File: src/rtl/my_arb16.sv
// my_arb16 - two-requester arbiter/sequencer for the shared 16-bit 2:1 mux.
//
// Picks one winner per cycle (round-robin with a burst limit), drives the
// mux select internally and captures the selected word into a single-entry
// output register with a valid/ready handshake toward the consumer.
//
// Ports:
//   clk        sole clock, rising edge
//   reset      synchronous, active-high
//   in1/in2    16-bit requester data
//   inX_valid  requester X offers a word
//   inX_ready  requester X word accepted this cycle (valid & ready)
//   out        registered selected word
//   out_src    source of out: 0 = in1, 1 = in2
//   out_valid  out/out_src hold a word
//   out_ready  consumer accepts out when out_valid & out_ready
module my_arb16 #(
  parameter int unsigned MAX_BURST = 4
) (
  input  logic        clk,
  input  logic        reset,
  input  logic [15:0] in1,
  input  logic        in1_valid,
  output logic        in1_ready,
  input  logic [15:0] in2,
  input  logic        in2_valid,
  output logic        in2_ready,
  output logic [15:0] out,
  output logic        out_src,
  output logic        out_valid,
  input  logic        out_ready
);

  typedef enum logic [1:0] {
    OWN_NONE = 2'd0,
    OWN_SRC1 = 2'd1,
    OWN_SRC2 = 2'd2
  } owner_t;

  localparam logic [3:0] BURST_LIM = 4'(MAX_BURST);

  owner_t      owner;
  owner_t      last;
  logic [3:0]  burst_cnt;

  logic        space;
  logic        grant_v;
  logic        sel;        // mux select: 1 = in2
  logic [15:0] mux_data;
  logic        xfer;

  // Output register can take a word when empty or draining this cycle.
  assign space = !out_valid || out_ready;

  always_comb begin
    grant_v = 1'b0;
    sel     = 1'b0;
    if (in1_valid && in2_valid) begin
      grant_v = 1'b1;
      if (owner != OWN_NONE && burst_cnt < BURST_LIM)
        sel = (owner == OWN_SRC2);
      else
        sel = (last == OWN_SRC1);
    end else if (in1_valid) begin
      grant_v = 1'b1;
      sel     = 1'b0;
    end else if (in2_valid) begin
      grant_v = 1'b1;
      sel     = 1'b1;
    end
  end

  assign mux_data  = sel ? in2 : in1;
  assign in1_ready = grant_v && !sel && space && !reset;
  assign in2_ready = grant_v &&  sel && space && !reset;
  // The granted source always has valid high, so a ready means a transfer.
  assign xfer      = in1_ready || in2_ready;

  always_ff @(posedge clk) begin
    if (reset) begin
      out       <= '0;
      out_src   <= 1'b0;
      out_valid <= 1'b0;
      owner     <= OWN_NONE;
      burst_cnt <= '0;
      last      <= OWN_SRC2;
    end else if (xfer) begin
      out       <= mux_data;
      out_src   <= sel;
      out_valid <= 1'b1;
      last      <= sel ? OWN_SRC2 : OWN_SRC1;
      if (owner == (sel ? OWN_SRC2 : OWN_SRC1)) begin
        if (burst_cnt < BURST_LIM)
          burst_cnt <= burst_cnt + 4'd1;
      end else begin
        owner     <= sel ? OWN_SRC2 : OWN_SRC1;
        burst_cnt <= 4'd1;
      end
    end else begin
      if (out_valid && out_ready)
        out_valid <= 1'b0;
      if (!in1_valid && !in2_valid) begin
        owner     <= OWN_NONE;
        burst_cnt <= '0;
      end
    end
  end

endmodule

File: config.mk
export PLATFORM = sky130hd
export DESIGN_NAME = my_arb16
export DESIGN_NICKNAME = d
export VERILOG_FILES = /design/src/rtl/my_arb16.sv
export SDC_FILE = /design/constraint.sdc
export NUM_CORES = 1
export LEC_CHECK = 0
export BUFFER_PORTS_ARGS = -buffer_cell sky130_fd_sc_hd__buf_2
export CAP_MARGIN = 25
export CORE_ASPECT_RATIO = 1.25
export CORE_MARGIN = 3
export CORE_UTILIZATION = 35
export DETAILED_ROUTE_END_ITERATION = 10
export GPL_ROUTABILITY_DRIVEN = 0
export GPL_TIMING_DRIVEN = 0
export PLACE_DENSITY = 0.71
export SLEW_MARGIN = 20
export SYNTH_ARGS = -nofsm -noshare
export SYNTH_HDL_FRONTEND = slang
export SYNTH_SLANG_ARGS = --single-unit
File: constraint.sdc
create_clock -name clk -period 2.05 [get_ports clk]
set_input_delay 0 -clock clk [delete_from_list [all_inputs] [get_ports clk]]
set_output_delay 0 -clock clk [all_outputs]
set_load 0.005 [all_outputs]
==> summary.txt <==
synth cell count leaders: 26 x dfxtp_1, 18 x mux2i_1, 17 x nand3b_1
Clock power frac: 34.8%
First DRT Iteration DRCs: 33
max-cap viol count: 0
FF/Latch Area: 522 um^2
Yosys warning count: 0
R2R setup slack: 0.18 ns
status: finished with violations
post-synthesis sequential area ratio: 40.2%
post-route ant nets: 0
Clock Pin Slew Worst Setup and Hold Paths: 0.10 ns
GRT Overall Usage: 14.9%
Clk Latency, worst-skew pair: 0.27 ns
vias per inst: 4.99
Post-synth EDFFs: 0
H-tree depth: 1
Cell Area, Placed: 0.00161 mm^2
Worst EP required: 2.05 ns
syn_area_per_cell: 9.11 um^2
max frequency: 522 MHz
Least-Margin Pin Slew: 0.421 ns
Net Switching: 288 uW
crit path DAT: 1.92 ns
Tcrit/Tclk final: 93.5%
Root Buffer: clkbuf_8
worst vdd ir: 0.501 mV
Logic pwr share: 18.8%
Critical Path Fanout Max: 10
Final Util: 49.6%
number of nets in the layout: 245
Total Wirelength: 3160 um
setup tns final: 0 ns
leak pwr: 0.784 nW
TritonCTS clock tree: done
crit path launch type: register
Vias: 1,223
die height: 74.0 um
I/O pin total: 57
Hold Fails Final Rpt: 2
Critical Path Max Stage Delay: 0.38 ns
RSZ-0062 raised after global routing: false
Sw Share: 23.8%
Internal: 924 uW
Synth Register Bits: 26
synth unique cells: 33
global-route wire length before repair: 5180 um
Critical Path, Cell by Cell: or3b_1, a22o_1, a21oi_2, buf_6, buf_12, nand2_2, nor2_1, buf_2
DR pass1 iterations: 4
Max-slew headroom: 71.8%
n_diodes: 0
failing checks: hold timing
largest net degree at the start of global routing: 16
Main synth FF type: dfxtp_1
critical path capture point type: output pin
CTS Sinks: 26
multi-input logic area: 711 um^2
routed len/inst: 12.9 um
WP buf/inv: 3
Initial Util: 36.8%
global route overflow: 0
Net Count, Synth: 180
final hold slack: -0.00433 ns
Syn Inst Count: 142
HP Class: in2reg
I/O Buffers: 54
drt drc: 0
vias in the first global route: 1,209
core area: 0.00351 mm^2
endpoints failing setup: 0
dominant cells by area after synthesis: dfxtp_1 40%, mux2i_1 14%, nand3b_1 9.9%, o21ai_0 5.4%, nand2_1 2.6%
area share of the leading cell type in the synthesized netlist: 40.2%
die width: 60.4 um
cell with the most instances after synthesis: dfxtp_1
Fillers: 350
Synth Cell Area: 0.00129 mm^2
Num CTS Buffers: 3
Worst Setup Path Type: reg2out
share of cells above drive strength 1: 33.0%
row count: 24
post-route cell area: 0.00174 mm^2
crit path time final: 1.92 ns
Synth area leader: dfxtp_1
Post-synth ARST share: 0%
sequential share of power: 46.4%
Clock Path Buffers: 2
synth-to-layout area growth: 34.7%
Worst path slowest cell: or3b_1
initial antenna violation count: 0
Final Max Tran Viols: 0
hpwl dp: 2320 um
CP delay by family, top: simple AND/OR/NAND/NOR gates
full die area: 0.00447 mm^2
Power Dens Cells: 695 mW/mm^2
clk_skew: 0.0101 ns
==> through the flow <==
stage / setup slack [ns] / instances / power [mW]
floorplan: 0.338 / 142 / 0.704
global placement: 0.200 / 235 / 0.789
detailed placement: 0.195 / 235 / 0.791
CTS: 0.00190 / 244 / 1.21
global route: 0.0113 / 245 / 1.27
finish: 0.134 / 245 / 1.21
==> metal layers <==
metal	share of wire (%)	GRT usage [%]
met5	0	0
met4	1.6	5.17
met3	6.6	2.78
met2	49	26.1
met1	43	18.1
==> state kept, by name, indices dropped and copies added, names as in the netlist <==
signal / cells
out_valid: 1
out_src: 1
out: 16
burst_cnt: 4
last: 2
owner: 2
==> path summary, 6_finish.rpt <==
path,to,from,cells after the start
max,in2_ready,burst_cnt[2]$_SDFFE_PP0P_,8
min,out[6]$_SDFFE_PP0P_,in1[6],3
max reg2reg,out[4]$_SDFFE_PP0P_,burst_cnt[2]$_SDFFE_PP0P_,7
min reg2reg,out_src$_SDFFE_PP0P_,out_src$_SDFFE_PP0P_,2
==> what timing repair did <==
action                                  CTS  global route
setup buffers                             0             1
gates resized for setup                   0             1
endpoints found under the setup margin    0             1
hold buffers                              5             0
hold endpoints to repair                  4             0
==> power groups by stage <==
stage | clock (mW) | sequential (mW) | combinational, mW
6_report | 0.422 | 0.562 | 0.228
5_1_grt | 0.444 | 0.567 | 0.256
4_1_cts | 0.424 | 0.561 | 0.227
3_5_place_dp | 0 | 0.573 | 0.219
3_3_place_gp | 0 | 0.572 | 0.217
2_1_floorplan | 0 | 0.574 | 0.130
==> logic make-up (layout without fill, tap and decap cells) <==
logic type,Yosys count,count (layout),synth area share [%]
flip-flops,26,26,40.2
AO/OA/AOI/OAI,38,38,17.5
AND/OR/NAND/NOR,49,49,22.5
multiplexers,18,18,13.9
adder cells (fa/ha/maj),1,1,0.967
buffers and inverters,10,74,4.83
==> area by class of cell <==
| cell class | instances | share of cell area [%] |
|---|---|---|
| Inverter | 1 | 0.215 |
| Tap cell | 39 | 2.80 |
| Clock inverter | 1 | 1.72 |
| Buffer | 9 | 3.37 |
| Clock buffer | 3 | 2.37 |
| Sequential cell | 26 | 29.9 |
| Timing Repair Buffer | 60 | 18.8 |
| Multi-Input combinational cell | 106 | 40.8 |
==> worst min-delay path, stage by stage <==
cell and delay (ns):
buf_2 0.07, mux2i_1 0.05, o21ai_0 0.12
==> layout by cell type, fill, tap and decap left out, types with 3 or more instances in the layout <==
cell           instances
dlygate4sd3_1          5
a211oi_1               3
buf_2                 55
o21ai_1                6
clkbuf_1               6
nand3b_1              17
nand2b_1               4
dfxtp_1               25
mux2i_1               18
nand2_1                9
nor2_1                 8
a21oi_1                6
o21ai_0               14
clkbuf_8               3
(Power assumes the default switching activity.)
